$ cat src/rtl/phy_rx.sv
// phy_rx: two-lane byte receiver that packs each lane into 32-bit words and un-stripes them in transmit order
//   clk_4f/reset        byte clock, asynchronous active-low reset
//   data_in_x/valid_in_x lane x byte and qualifier (x = 0, 1)
//   data_out/valid_out  reassembled word stream, registered
//   err_ovf/err_frag    sticky lane FIFO overflow / aborted partial word
module phy_rx #(
    parameter int FIFO_DEPTH = 4
) (
    input  logic        clk_4f,
    input  logic        reset,
    input  logic [7:0]  data_in_0,
    input  logic        valid_in_0,
    input  logic [7:0]  data_in_1,
    input  logic        valid_in_1,
    output logic [31:0] data_out,
    output logic        valid_out,
    output logic        err_ovf,
    output logic        err_frag
);
    localparam int AW = $clog2(FIFO_DEPTH);

    logic [1:0]  cnt [2];
    logic [23:0] sr  [2];
    logic [31:0] mem [2][FIFO_DEPTH];
    logic [AW:0] wp  [2];
    logic [AW:0] rp  [2];
    logic [7:0]  din [2];
    logic [1:0]  vin, push, pop, wr, full, empty, frag;
    logic        sel;

    assign din[0] = data_in_0;
    assign din[1] = data_in_1;
    assign vin    = {valid_in_1, valid_in_0};

    // A push into a full FIFO still lands when the same edge pops a slot
    always_comb begin
        push  = '0;
        pop   = '0;
        wr    = '0;
        full  = '0;
        empty = '0;
        frag  = '0;
        for (int i = 0; i < 2; i++) begin
            empty[i] = wp[i] == rp[i];
            full[i]  = (wp[i][AW] != rp[i][AW]) && (wp[i][AW-1:0] == rp[i][AW-1:0]);
            push[i]  = vin[i] && cnt[i] == 2'd3;
            pop[i]   = (sel == 1'(i)) && !empty[i];
            wr[i]    = push[i] && (!full[i] || pop[i]);
            frag[i]  = !vin[i] && cnt[i] != 2'd0;
        end
    end

    always_ff @(posedge clk_4f) begin
        for (int i = 0; i < 2; i++)
            if (wr[i]) mem[i][wp[i][AW-1:0]] <= {sr[i], din[i]};
    end

    always_ff @(posedge clk_4f or negedge reset) begin
        if (!reset) begin
            for (int i = 0; i < 2; i++) begin
                cnt[i] <= '0;
                sr[i]  <= '0;
                wp[i]  <= '0;
                rp[i]  <= '0;
            end
            sel       <= 1'b0;
            data_out  <= '0;
            valid_out <= 1'b0;
            err_ovf   <= 1'b0;
            err_frag  <= 1'b0;
        end else begin
            for (int i = 0; i < 2; i++) begin
                cnt[i] <= vin[i] ? cnt[i] + 2'd1 : 2'd0;
                if (vin[i]) sr[i] <= {sr[i][15:0], din[i]};
                if (wr[i]) wp[i] <= wp[i] + (AW+1)'(1);
                if (pop[i]) rp[i] <= rp[i] + (AW+1)'(1);
            end
            // Only the selected lane may pop, so a stalled lane blocks the other
            if (|pop) data_out <= mem[sel][rp[sel][AW-1:0]];
            valid_out <= |pop;
            sel       <= sel ^ (|pop);
            err_ovf   <= err_ovf | (|(push & full & ~pop));
            err_frag  <= err_frag | (|frag);
        end
    end
endmodule

$ cat config.mk
export PLATFORM = sky130hd
export DESIGN_NAME = phy_rx
export DESIGN_NICKNAME = d
export VERILOG_FILES = /design/src/rtl/phy_rx.sv
export SDC_FILE = /design/constraint.sdc
export NUM_CORES = 1
export LEC_CHECK = 0
export CAP_MARGIN = 20
export CORE_ASPECT_RATIO = 1.5
export CORE_MARGIN = 2
export CORE_UTILIZATION = 40
export CTS_BUF_LIST = sky130_fd_sc_hd__clkbuf_16
export CTS_CLUSTER_DIAMETER = 50
export DETAILED_ROUTE_END_ITERATION = 10
export PLACE_DENSITY = 0.69
export SYNTH_ARGS = -nofsm -noshare
export SYNTH_HDL_FRONTEND = slang
export SYNTH_SLANG_ARGS = --single-unit
$ cat constraint.sdc
create_clock -name clk_4f -period 2.32 [get_ports clk_4f]
set_input_delay 0.348 -clock clk_4f [delete_from_list [all_inputs] [get_ports clk_4f]]
set_output_delay 0.348 -clock clk_4f [all_outputs]
set_load 0.1 [all_outputs]
# After elaboration in Yosys (flattened, before gate mapping)
# Memories as Yosys holds them, arrays and structs flattened.
# Index checks and enable logic that the tools add are counted.
# op_classes
muxes	16
magnitude_cmp	6
eq_ne	8
reduce_logical	25
n_addsub	6
bitwise	11
# op_table
cell	count
$mux 128	2
$demux 32 s2	2
$mux 32	4
$bmux 32 s2	1
$add 3x1->3 const B	4
$logic_and 1x1->1	12
$mux 2	5
$ge 3x3->1 const B	3
$not 2->3	3
$eq 3x3->1	2
$logic_not 1->1	6
$lt 3x1->1 const B	2
$reduce_or 2->1	3
$add 2x1->2 const B	2
$and 2x2->2	2
$eq 2x2->1	2
$eq 2x2->1 const B	2
$reduce_bool 2->1	2
$ge 2x2->1 const B	1
$logic_or 1x1->1	2
$mux 1	2
$ne 1x1->1	2
$not 1->2	1
$not 2->2	1
other kinds (3)	4
# word_totals
reg_bits	100
n_memories	1
ramBits	256
wordCells	86
output_inout_bits	35
# mem_list
name	depth	word_bits	read_ports	rd_clocked_by_memory_dff	wr	line	text
mem	2	128	1	0	2	24	logic [31:0] mem [2][FIFO_DEPTH];

# Longest topological paths before layout
# Gate-level depths: netlist of the first run.
# logic_depth
ltp_word	8
depth_mapped	7
mapped_depth_nobuf	5

# Least setup slack after synthesis of the first run
# No wires, ideal clock.
# synth_timing
path_kind	register to register
startpoint	register rp[4] in the netlist's numbering
endpoint	memory mem[0][0] in the netlist's numbering (enable)
path_stages_with_launch	5
required_ns	1.926
path_slack_ns	0.005
t_arrival_ns	1.921
period_less_slack_ns	2.315
setup_time_ns	0.394
path_cell_list	dfrtp_1 clkbuf_1 xnor2_1 a41oi_1 and2_1
# synth_lines
item	line	text
from (decl)	26	logic [AW:0] rp [2];
from (signal, indexed assignment)	76	if (pop[i]) rp[i] <= rp[i] + (AW+1)'(1);
to (decl)	24	

# Worst setup path in the final report of the first run
# layout_timing
startpoint	register sel
endpoint	register data_out[8]
# layout_between
elab_chain_len	8
elab_cells_between_ends	13
classes_between	mux: 6; bitwise: 3; reduce/logical: 3; memory: 1
# layout_rtl
item	line	text
from (decl)	29	logic sel;
from (signal assigned)	81	sel <= sel ^ (|pop);
$not 1->2 (not written as such)	79	if (|pop) data_out <= mem[sel][rp[sel][AW-1:0]];
$mux 2 (not written as such) (3 in a row)	79	
$not 2->3 (not written as such)	79	
$bmux 32 s2	79	
$mux 32 (not written as such) (2 in a row)	79	
to (signal assigned)	79	
to (decl)	15	output logic [31:0] data_out,
# Parallel ways exist; a longest one is shown, timed or not. The select of a mux whose other input is x is not followed.
# A chain may end at the register's enable or synchronous reset.

==> results of run 1 <==
[worst min-delay path by stage]
stage | startpoint | to | slack (ps) | cells after the start
2_1_floorplan | reset | cnt[0]$_DFF_PN0_ | 50 | 0
3_3_place_gp | reset | cnt[0]$_DFF_PN0_ | 300 | 1
3_5_place_dp | reset | cnt[0]$_DFF_PN0_ | 300 | 1
4_1_cts | reset | cnt[0]$_DFF_PN0_ | 250 | 2
5_1_grt | reset | cnt[0]$_DFF_PN0_ | 280 | 2
6_report | reset | cnt[0]$_DFF_PN0_ | 250 | 2
[routing by layer]
| metal | GRT usage | up-vias | routed length [um] | part of all wire |
|---|---|---|---|---|
| met5 | 0 | - | 0 | 0 |
| met4 | 0.05275 | 0 | 671 | 0.026 |
| met3 | 0.01717 | 34 | 892 | 0.034 |
| met2 | 0.2842 | 127 | 14290 | 0.55 |
| met1 | 0.1741 | 3376 | 10090 | 0.39 |
| li1 | - | 2922 | - | - |
[worst max-delay path: stages (launching register included)]
cell and delay (ps):
dfrtp_1 460, inv_1 150, nand2_1 530, buf_4 280, o221ai_1 180, mux2_4 320
[layout by cell type (no fill, tap or decap), types with 2 or more instances in the layout]
cell	instances
mux2_4	29
mux4_2	29
mux2_2	53
clkbuf_16	29
buf_4	45
dfrtp_1	98
inv_1	16
xnor2_1	8
o221ai_1	33
ha_1	14
edfxtp_1	256
o21ai_0	3
nor2_1	2
buf_12	16
and2_1	11
mux2i_1	64
clkinv_2	5
bufinv_16	5
clkdlybuf4s50_1	18
clkinv_1	7
nor2b_1	2
mux4_1	3
xor2_1	5
nand4_1	3
nand2_1	39
[cells by family (layout without fill, tap and decap cells)]
family          after synthesis  after routing  synth area share
compound gates               40             40           0.02475
xor+xnor                     15             15           0.01138
fa+ha+maj                    14             14           0.01265
buf+inv                      47            144           0.02231
flops                       356            356            0.7356
mux                         178            178            0.1736
simple gates                 60             60           0.01969
[Yosys cell counts (all sizes together), types with 2 or more instances]
master and instances:
edfxtp 256, dfrtp 100, mux2 82, mux2i 64
nand2 39, o221ai 33, mux4 32, buf 31
ha 14, and2 11, inv 10, xnor2 10
clkbuf 6, xor2 5, nand4 3, o21ai 3
a41oi 2, nor2 2, nor2b 2
[sequential cells by signal, summed over array words and instances (netlist names)]
signal     cells
wp             6
data_out      32
sr            48
err_ovf        1
cnt            4
rp             6
mem          256
err_frag       1
valid_out      1
sel            1
[power breakdown]
group	total [mW]	leakage [nW]	internal (mW)	switching (mW)
Sequential	8.22	3.48	7.62	0.604
Combinational	7.75	1.93	3.07	4.68
Clock	4.97	0.495	2.83	2.15
[layout make-up]
class / instances / share of cell area
clock buffer: 29 / 0.04555
clock inverter: 25 / 0.01508
inverter: 10 / 0.002356
sequential: 356 / 0.6399
tap: 425 / 0.03338
multi-input combinational: 307 / 0.2105
timing repair buffer: 80 / 0.05324
[what timing repair did]
item / in CTS / in global routing
hold endpoints to repair: 23 / 0
hold buffers: 1 / 0
endpoints found under the setup margin: 0 / 0
==> out/results.ini, run 1 <==
[outcome]
status=completed

[placed_design]
dp.final_hpwl_mm=16.48
port_buffers=54
place.gp.congestion=0.7550
placed_area_um2=14960
placedCellCount=1177
place_ws_ps=228.2

[clocking]
htree_levels=1
path_clk_slew_ps=70
root_buffer=clkbuf_16
postCtsSetupRepairBufs=0
cts_sinks=356
clock_latency_ps=560
cts_resized=0
clockBufferDepth=3
cts_buffers=29
cts_tree=done

[die]
core_um2=34170
io_pins=55
die_w_um=155.9
dieArea_um2=36170
start_util=0.4054
dieHeight_um=231.9
std_cell_rows=83

[yosys]
ys_seq_area_frac=0.7356
synth_edf_count=256
synth_area_leaders=edfxtp_1 (55%), dfrtp_1 (18%), mux4_2 (4.7%)
synthFlopType=edfxtp_1
netlist_area_um2=13850
synth.distinct_cells=34
synth.avg_cell_area_um2=19.51
synth_top_area_share=0.5550
synth_warnings=0
synthArstFlopShare=0.2809
synth_top_area_cell=edfxtp_1
synth-seq-cells=356
synth_nets=744
syn_inst=710

[timing]
timing.hold.ws_ps=251.7
tightestPinTransition_ps=842.8
drv_slew=0
slew_headroom=0.4382
clock_skew_ps=13.43
final.setup.tns_ps=0
fin_crit_sh=0.8790
rsz0062_at_grt=no
setup-violations-final=0
min_period_ps=2039
hold_viol=0
fmax_ghz=0.4904
fin_ws_ps=280.8

[worst_setup_path]
required_ps=2770
crit_path_end_kind=register
crit_fanout=11
rr_startpoint=sel$_DFF_PN0_
startpoint=sel$_DFF_PN0_
r2r_slack_ps=280
rr_endpoint=data_out[8]$_DFFE_PN0P_
start_kind=register
worst-setup-path-type=register to register
reg2reg_depth=5
setup.worst_path.end=data_out[8]$_DFFE_PN0P_
critical_path_arrival_ps=2480

[layout]
utilization=0.4663
fillerInstances=2788
fin_cells=1232
syn2layout_area_growth_pct=15.02
final_nets=818
layout-drive-gt1-share=0.2726
seqCellArea_um2=10190
multi_input_area_um2=3354
diodes=0
final_cell_area_um2=15930

[route]
ant_nets=0
routed_wl_mm=25.94
post-route-drc-count=0
first_pass_iters=4
wire_per_inst_um=21.06
drtIter0Drc=486
routed_via_density=5.243
vias=6459

[global_routing]
grt_pass1_wl_mm=41.37
overflow=0
grt_pass1_vias=7062
antenna_found_initial=0
track_usage=0.1501
grt_max_degree=67

[worst_hold_path]
hp-class=input pin to async pin

[run]
maxCapViolations=0

[power_and_ir_drop]
p_per_area_nw_per_um2=1315
power_mw=20.95
ir_drop_v=0.0008044
p_leak_nw=5.908

(Power assumes the default switching activity.)
==> run 2: changes to the inputs <==
--- a/config.mk
+++ b/config.mk
@@ -13,6 +13,7 @@
 export CTS_CLUSTER_DIAMETER = 50
 export DETAILED_ROUTE_END_ITERATION = 10
 export PLACE_DENSITY = 0.69
+export SLEW_MARGIN = 10
 export SYNTH_ARGS = -nofsm -noshare
 export SYNTH_HDL_FRONTEND = slang
 export SYNTH_SLANG_ARGS = --single-unit
==> results of run 2 <==
No change in the layout: final DEF, timing and power equal those of run 1.
==> run 3: changes to the inputs <==
--- a/config.mk
+++ b/config.mk
@@ -6,13 +6,15 @@
 export NUM_CORES = 1
 export LEC_CHECK = 0
 export CAP_MARGIN = 20
+export CELL_PAD_IN_SITES_DETAIL_PLACEMENT = 2
+export CELL_PAD_IN_SITES_GLOBAL_PLACEMENT = 2
 export CORE_ASPECT_RATIO = 1.5
 export CORE_MARGIN = 2
 export CORE_UTILIZATION = 40
 export CTS_BUF_LIST = sky130_fd_sc_hd__clkbuf_16
 export CTS_CLUSTER_DIAMETER = 50
 export DETAILED_ROUTE_END_ITERATION = 10
-export PLACE_DENSITY = 0.69
+export PLACE_DENSITY = 0.82
 export SLEW_MARGIN = 10
 export SYNTH_ARGS = -nofsm -noshare
 export SYNTH_HDL_FRONTEND = slang
==> run 3 against run 2 <==
Sequential cell count unchanged. Sequential power increased by 0.6%. Final area increased by 0.24%. Global-route usage increased by 3.5 points. Register-to-register slack got worse by 60 ps. First-iteration DRC count decreased by 25%. Clock-buffer cell count increased by 8. Power increased by 3.4%. Setup slack got worse by 64 ps.
==> out/results.ini, run 3 (synthesized netlist as in run 1, its figures left out) <==
[worst_hold_path]
hp-class=input pin to async pin  ; unchanged

[worst_setup_path]
crit_chain=buf_12 > mux4_2 > nand2_1 > o221ai_1 > mux2_4  ; was inv_1 > nand2_1 > buf_4 > o221ai_1 > mux2_4
crit_path_end_kind=register  ; unchanged
required_ps=2740  ; was 2770 ps
crit_fanout=17  ; was 11
worst-setup-path-type=register to register  ; unchanged
max_stage_delay_ps=530  ; about the same
crit_path_top_delay_cell=dfrtp_2  ; was nand2_1
rr_startpoint=rp[0]$_DFFE_PN0P_  ; was sel$_DFF_PN0_
r2r_slack_ps=220  ; was 280 ps
critical_path_arrival_ps=2520  ; was 2480 ps
rr_endpoint=data_out[9]$_DFFE_PN0P_  ; was data_out[8]$_DFFE_PN0P_
reg2reg_depth=5  ; unchanged
start_kind=register  ; unchanged

[timing]
final.setup.tns_ps=0  ; unchanged
fmax_ghz=0.4754  ; was 0.4904 GHz
hold_viol=0  ; unchanged
tightestPinTransition_ps=835.5  ; was 842.8 ps
setup-violations-final=0  ; unchanged
drv_slew=0  ; unchanged
rsz0062_at_grt=no  ; unchanged
fin_crit_sh=0.9067  ; was 0.8790
min_period_ps=2103  ; was 2039 ps
slew_headroom=0.4430  ; was 0.4382
clock_skew_ps=22.59  ; was 13.43 ps

[global_routing]
overflow=0  ; unchanged
grt_max_degree=67  ; unchanged
track_usage=0.1853  ; was 0.1501
grt_pass1_wl_mm=49.58  ; was 41.37 mm
antenna_found_initial=0  ; unchanged
grt_pass1_vias=7631  ; was 7062

[route]
wl_met2_mm=17.44  ; was 14.29 mm
highest_layer=met4  ; unchanged
post-route-drc-count=0  ; unchanged
met1_length_mm=13.19  ; was 10.09 mm
vias=6699  ; was 6459
routed_wl_mm=32.42  ; was 25.94 mm
drtIter0Drc=363  ; was 486
ant_nets=0  ; unchanged
first_pass_iters=4  ; unchanged
met3_length_um=836  ; was 892 um
routed_via_density=5.416  ; was 5.243
wire_per_inst_um=26.21  ; was 21.06 um

[die]
std_cell_rows=83  ; unchanged
io_pins=55  ; unchanged
dieArea_um2=36170  ; unchanged
dieHeight_um=231.9  ; unchanged
core_um2=34170  ; unchanged
die_w_um=155.9  ; unchanged
start_util=0.4054  ; unchanged

[layout]
layout_common_cells=edfxtp_1 (256), dfrtp_1 (98), mux2i_1 (64), mux2_2 (53), buf_4 (43)  ; was edfxtp_1 (256), dfrtp_1 (98), mux2i_1 (64), mux2_2 (53), buf_4 (45)
utilization=0.4674  ; was 0.4663
syn2layout_area_growth_pct=15.29  ; was 15.02%
layout-drive-gt1-share=0.2672  ; was 0.2726
multi_input_area_um2=3354  ; unchanged
seqCellArea_um2=10190  ; unchanged
diodes=0  ; unchanged
final_common_cell=edfxtp_1  ; unchanged
largest_reg_flops=256  ; unchanged
final_nets=820  ; was 818
fillerInstances=3053  ; was 2788

[clocking]
clockBufferDepth=3  ; unchanged
cts_buffers=35  ; was 29
clock_latency_ps=530  ; was 560 ps
root_buffer=clkbuf_16  ; unchanged
postCtsSetupRepairBufs=0  ; unchanged
cts_resized=0  ; unchanged
cts_sinks=356  ; unchanged
cts_tree=done  ; unchanged
path_clk_slew_ps=60  ; was 70 ps
htree_levels=2  ; was 1

[power_and_ir_drop]
power_mw=21.65  ; was 20.95 mW
ir_drop_v=0.0006345  ; was 0.0008044 V
p_per_area_nw_per_um2=1356  ; was 1315 nW/um2
p_leak_nw=5.971  ; was 5.908 nW

[outcome]
status=completed  ; unchanged

[run]
maxCapViolations=0  ; unchanged

[placed_design]
place.gp.congestion=0.7143  ; was 0.7550
dp.final_hpwl_mm=20.85  ; was 16.48 mm
port_buffers=54  ; unchanged

-- run 3: changes by cell type in the layout (fill, tap and decap cells not counted), sizes merged --
cell	previous run	this run
bufinv	5	1
clkinv	12	7
inv	17	28
clkinvlp	1	0
clkbuf	29	37
buf	61	57
-- run 3: final cells by class --
class                      count  share of cell area
multi-input combinational    307              0.2100
clock inverter                26            0.008305
clock buffer                  37             0.05798
inverter                      10            0.002350
sequential                   356              0.6384
timing repair buffer          76             0.04967
tap                          425             0.03330
-- run 3: worst max path at each step --
stage / start / to / cells after the start
2_1_floorplan: rp[4]$_DFFE_PN0P_ / mem[0][0]$_DFFE_PP_ / 4
3_3_place_gp: valid_in_1 / mem[1][5]$_DFFE_PP_ / 5
3_5_place_dp: valid_in_0 / mem[0][5]$_DFFE_PP_ / 5
4_1_cts: rp[0]$_DFFE_PN0P_ / data_out[11]$_DFFE_PN0P_ / 5
5_1_grt: rp[0]$_DFFE_PN0P_ / wp[2]$_DFFE_PN0P_ / 6
6_report: rp[0]$_DFFE_PN0P_ / data_out[9]$_DFFE_PN0P_ / 5
-- run 3: power breakdown --
group	total, mW	internal, mW	switching, mW
clock network	5.33	2.98	2.35
registers	8.27	7.62	0.649
logic	8.04	3.06	4.98
total	21.7	13.7	7.98
-- run 3: metal layers --
metal	vias to the layer above	global-route usage
li1	2909	-
met1	3628	0.2275
met2	113	0.3310
met3	49	0.02725
met4	0	0.06795
met5	-	0
-- run 3: critical path, delay by kind of cell, from the launching register on --
family / cells / cell delay (ps)
muxes: 2 / 880
DFF: 1 / 530
AOI/OAI and AO/OA: 1 / 240
buffers and inverters: 1 / 230
and+or+nand+nor: 1 / 90
-- run 3: per-stage QoR --
step | cells | hold WS (ps) | worst slack (ps) | cell area, um2
after global placement | 1173 | 233.4 | 202.9 | 14900
final | 1237 | 230.9 | 216.5 | 15970
after global routing | 1237 | 236.6 | 86.60 | 15970
after detailed placement | 1173 | 241.0 | 82.68 | 14900
after CTS | 1237 | 214.2 | 158.8 | 15970
after floorplan | 710 | 52.41 | 5.237 | 13850
-- run 3: timing repair --
item / CTS / global route
hold endpoints to repair: 14 / 0
endpoints found under the setup margin: 0 / 0
hold buffers: 1 / 0
